$ cat config.mk
export PLATFORM = sky130hd
export DESIGN_NAME = obs_capture_buf
export DESIGN_NICKNAME = d
export VERILOG_FILES = /design/src/rtl/obs_capture_buf.sv
export SDC_FILE = /design/constraint.sdc
export NUM_CORES = 1
export LEC_CHECK = 0
export CORE_UTILIZATION = 45
export CTS_BUF_LIST = sky130_fd_sc_hd__clkbuf_8
export DETAILED_ROUTE_END_ITERATION = 6
export PLACE_DENSITY_LB_ADDON = 0.15
export SETUP_SLACK_MARGIN = 0.2
export SYNTH_ARGS = -nofsm -noshare
export SYNTH_HDL_FRONTEND = slang
export SYNTH_SLANG_ARGS = --single-unit
export TNS_END_PERCENT = 20
$ cat constraint.sdc
create_clock -name clk -period 4.1 [get_ports clk]
set_clock_uncertainty 0.05 [all_clocks]
set_input_delay 0.41 -clock clk [delete_from_list [all_inputs] [get_ports clk]]
set_output_delay 0.41 -clock clk [all_outputs]
set_load 0.05 [all_outputs]
$ cat src/rtl/obs_capture_buf.sv
// Capture buffer: DEPTH x DW register array used as a FIFO.
// Ports:
//   clk, rst_n      clock, asynchronous active-low reset
//   clr             empty the buffer (pointers and count to 0)
//   wr_en, wr_data  append one sample (ignored when full or clearing)
//   rd_en           pop the oldest sample into rd_data (ignored when empty)
//   rd_data         registered readout, holds between pops
//   count, empty    occupancy
module obs_capture_buf #(
    parameter int unsigned DW    = 4,
    parameter int unsigned DEPTH = 16
) (
    input  logic                       clk,
    input  logic                       rst_n,
    input  logic                       clr,
    input  logic                       wr_en,
    input  logic [DW-1:0]              wr_data,
    input  logic                       rd_en,
    output logic [DW-1:0]              rd_data,
    output logic [$clog2(DEPTH):0]     count,
    output logic                       empty
);

    localparam int unsigned AW   = $clog2(DEPTH);
    localparam int unsigned CNTW = AW + 1;
    localparam logic [CNTW-1:0] FULL_CNT = CNTW'(DEPTH);

    logic [DW-1:0] mem [DEPTH];
    logic [AW-1:0] wr_ptr;
    logic [AW-1:0] rd_ptr;
    logic          do_wr;
    logic          do_rd;

    assign do_wr = wr_en && !clr && (count != FULL_CNT);
    assign do_rd = rd_en && !clr && (count != '0);
    assign empty = (count == '0);

    always_ff @(posedge clk) begin
        if (do_wr) begin
            mem[wr_ptr] <= wr_data;
        end
    end

    always_ff @(posedge clk or negedge rst_n) begin
        if (!rst_n) begin
            wr_ptr  <= '0;
            rd_ptr  <= '0;
            count   <= '0;
            rd_data <= '0;
        end else if (clr) begin
            wr_ptr <= '0;
            rd_ptr <= '0;
            count  <= '0;
        end else begin
            if (do_wr) begin
                wr_ptr <= wr_ptr + AW'(1);
            end
            if (do_rd) begin
                rd_data <= mem[rd_ptr];
                rd_ptr  <= rd_ptr + AW'(1);
            end
            if (do_wr && !do_rd) begin
                count <= count + CNTW'(1);
            end else if (do_rd && !do_wr) begin
                count <= count - CNTW'(1);
            end
        end
    end

endmodule

Word-level counts from Yosys, hierarchy flattened
Memories as Yosys holds them, arrays and structs flattened. A register that Yosys moved wholly into a read port is not among the register bits.
Index checks and enable logic that the tools add are counted.
{"block": "op_classes", "n_eq_ne": 1, "multipliers": 0, "div_mod_pow": 0, "n_mux": 9, "shift": 0, "n_bitwise": 1, "n_addsub": 4, "reduce_logical": 16, "n_lt_le_gt_ge": 0}
{"operator": "4-bit 2-to-1 mux", "count": 4}
{"operator": "5-bit 2-to-1 mux", "count": 3}
{"operator": "4-bit by 1-bit adder with 4-bit output, second input constant", "count": 2}
{"operator": "1-bit logical AND", "count": 6}
{"operator": "5-bit by 1-bit adder with 5-bit output, second input constant", "count": 1}
{"operator": "5-bit zero test", "count": 1}
{"operator": "5-bit != test, second input constant", "count": 1}
{"operator": "5-bit nonzero test", "count": 1}
{"operator": "5-bit by 1-bit subtractor with 5-bit output, second input constant", "count": 1}
{"operator": "1-bit zero test", "count": 4}
{"operator": "2-bit nonzero test", "count": 2}
{"operator": "3-bit nonzero test", "count": 1}
{"operator": "1-bit 2-to-1 mux", "count": 2}
{"operator": "2-bit AND reduction", "count": 1}
{"operator": "1-bit NOT", "count": 1}
{"block": "word_totals", "latchBits": 0, "memories": 1, "ram_bits": 64, "out_inout_bits": 10, "romBits": 0, "register_bits": 13}
{"memory": "mem", "words": 16, "width": 4, "rd": 1, "rd_ports_with_merged_regs": 1, "write_ports": 1, "line": "28", "text": "logic [DW-1:0] mem [DEPTH];"}

Longest topological paths before layout
{"block": "logic_depth", "depth_word": 8, "ltp_mapped": 10, "ltp_nobuf": 10}

Worst setup path after synthesis
OpenSTA, ideal clock, no wires.
{"block": "synth_path", "path_kind": "register to register", "startpoint": "register count[1]", "endpoint": "register count[4]", "path_stages_with_launch": 10, "setup_slack_ps": 357, "t_arrival_ps": 3556, "path_cell_list": "dfrtp_1 > or4_4 > nor2_1 > o21ai_0 > fa_1 > a21o_1 > a21oi_1 > and3_1 > o21ai_0 > nor3b_1"}
{"block": "synth_via", "elab_chain_len": 6, "word_cells_on_any_way": 14, "cone_classes": "add/sub: 2; eq/ne: 1; mux: 3; reduce/logical: 8"}
{"element": "from (decl)", "line": "20", "text": "output logic [$clog2(DEPTH):0] count,"}
{"element": "from (signal assigned)", "line": "63", "text": "count <= count + CNTW'(1);"}
{"element": "from (signal assigned)", "line": "65", "text": "count <= count - CNTW'(1);"}
{"element": "branches (longest 6 deep; another with 5-bit by 1-bit subtractor with 5-bit output)"}
Parallel ways; which one is timed is not known. The select of a mux whose other input is x is not followed.
A chain may end at the register's enable or synchronous reset.

Final worst setup path
Same ends and word-level chain as after synthesis.

==> out/qor.txt <==
Synth top area share = 0.5505
footprint of the multi-input gates = 1089 um^2
drt drc = 0
Post-DRT Antenna Nets = 0
Max H-tree Level = 3
I/O pin count = 19
top area cells in the synthesized netlist = edfxtp_1 55%, dfrtp_1 12%, mux4_2 10%
GPL Wtd Cong = 0.7227
HPWL Detailed = 4.202 mm
fmax = 332.3 MHz
CTS sink cnt = 81
R2R cell count = 10
endpoint class of the critical path = register
Syn Area/Cell = 16.39 um^2
vias = 1807
Clock Latency Late Sink = 0.37 ns
total global routing overflow = 0
Reg area = 2347 um^2
DR vias/cell = 5.315
core area = 7370 um^2
Post-synth EDFFs = 64
Final #Nets = 255
Tot GR Track Use = 0.1748
clock transition at the registers of the reported paths = 0.09 ns
Die Ht = 90.08 um
post-DR wirelength/cell = 18.18 um
Worst Hold Class = input port to async pin
antenna cells = 0
cell area after synthesis = 3491 um^2
Leak Pwr = 1.376 nW
Mapped Cells = 213
Least-Margin Pin Slew = 0.8097 ns
Fillers = 615
Max FO, Critical Path = 7
TritonCTS clock tree = built
RSZ-0062 raised after global routing = no
DRT iter0 DRCs = 104
Worst setup SP type = register
Die X-Extent = 90.08 um
flops & latches, synth = 81
post-cts sizing count = 0
Worst R2R Setup Slack = 1.09 ns
Fin Setup TNS = 0 ns
Synth warnings = 0
PwrDens = 603.0 nW/um^2
cts hold-fix bufs = 0
worst setup path endpoint = count[4]
status = finished clean
post-route clock period utilization = 0.7340
Routed WL = 6.182 mm
CTS Buffer Depth = 2
most numerous cell in the Yosys netlist = edfxtp_1
layout cells sized above 1 = 0.1826
slew margin rel. = 0.4585
drt pass-1 iters = 4
crit path time final = 3.009 ns
die area = 8114 um^2
reg2reg start = count[1]
crit path kind = register to register
post-CTS setup buffer count = 0
crit path from = count[1]
largest net degree at the start of global routing = 19
Post-Syn Nets = 232
total power = 2.416 mW
max incr delay on CP = 0.58 ns
VDD IR-drop max = 272.0 uV
first-pass GRT wire length = 10.27 mm
Main synth FF type = edfxtp_1
Root Buffer = clkbuf_8
Final setup viols = 0
distinct cell type count after synthesis = 38
Core Rows = 31
max-cap violation count = 0
Synth async-reset ratio = 0.2099
slowest cell on the critical path = or4_4
vias in the first global route = 1887
Arr. time, crit path = 3.18 ns
cts bufs inserted = 9
synthesis-to-layout area growth = 14.77%
placed insts = 324
Hold Fails Final Rpt = 0
register area share after synthesis = 0.6724
critical-path cell list = or4_4 > o21ai_4 > nor2_1 > o21ai_0 > ha_1 > a21o_1 > a21oi_1 > and3_1 > o21ai_0 > nor3b_1
antenna violations before repair = 0
Reg-to-Reg End = count[4]
Buffers on Ports = 18
Yosys top cell by area = edfxtp_1
top post-synthesis cells by count = 64 x edfxtp_1, 17 x dfrtp_1, 16 x mux4_2
most frequent cell on the critical path = o21ai_0
Req. time, crit path = 4.27 ns
Layout Cells excl Fill = 340
Initial Utilization = 0.4737
Final Slew Violations = 0
-- how the worst min path moves through the flow --
stage                     from         end  slack, ns  cells after the start
finish                   rst_n  rd_data[3]       0.47                      1
global placement    rd_data[2]  rd_data[2]       0.50                      2
detailed placement  rd_data[2]  rd_data[2]       0.51                      2
CTS                      rst_n  rd_data[3]       0.48                      1
global route             rst_n  rd_data[3]       0.52                      1
floorplan                rst_n    count[0]       0.06                      0
-- final cells by class --
type                       count  area share
tap                           99     0.03092
multi-input combinational    118      0.2717
clock inverter                 7     0.02717
timing repair buffer          19     0.04685
sequential                    81      0.5859
inverter                       7    0.006558
clock buffer                   9     0.03092
-- per-layer routing --
metal / part of all wire / track usage / vias up / routed length [um]
met4: 0.024 / 0.09274 / 0 / 150
met3: 0.044 / 0.03299 / 13 / 274
met2: 0.46 / 0.2640 / 34 / 2871
met1: 0.47 / 0.2419 / 895 / 2885
met5: 0 / 0 / - / 0
li1: - / - / 865 / -
-- sequential cells by signal, indices dropped and copies added (netlist names) --
| register | count |
|---|---|
| count | 5 |
| mem | 64 |
| rd_data | 4 |
| rd_ptr | 4 |
| wr_ptr | 4 |
-- per-stage QoR --
step / setup slack (ns) / utilization / cell area, um^2 / hold slack, ns
after floorplan: 0.3571 / - / 3491 / 0.06441
after global placement: 0.9277 / 0.5121 / 3774 / 0.5038
after detailed placement: 0.8398 / 0.5121 / 3774 / 0.5103
after CTS: 1.090 / 0.5436 / 4006 / 0.4811
after global routing: 0.9224 / 0.5436 / 4006 / 0.5190
final: 1.091 / 0.5436 / 4006 / 0.4652
-- worst max-delay path: cells and delay by family (launching register included) --
family | cells | cell delay [ns]
AOI/OAI and AO/OA | 5 | 0.98
adders and majority gates | 1 | 0.35
DFF | 1 | 0.46
and+or+nand+nor | 4 | 1.03
-- report_power, final --
group	internal, mW	switching, mW	leakage [nW]
combinational	0.301	0.410	0.464
clock	0.357	0.317	0.118
sequential	0.947	0.0848	0.794
total	1.60	0.811	1.38
-- cell families after synthesis --
family                     Yosys count  synth area share
DFF                                 81            0.6724
buffers and inverters               14           0.01577
adders and majority gates           10           0.03799
AOI/OAI and AO/OA                   24           0.04481
and+or+nand+nor                     53           0.08173
xor gates and xnor gates             8           0.02222
muxes                               23            0.1251
-- cell usage in the layout (no fill, tap or decap), drive strengths merged, types with 2 or more instances in the layout --
master	instances
edfxtp	64
clkdlybuf4s50	18
xnor2	4
o21ai	4
and2	13
mux2	5
inv	11
nor2	15
dfrtp	17
mux2i	2
o22ai	8
nand2b	3
clkbuf	9
bufinv	2
a21oi	8
nor3	3
nor4	2
nand2	7
and3	2
mux4	16
ha	9
xor2	4
nand3	2
No activity file was read; power rests on OpenSTA's default activity.
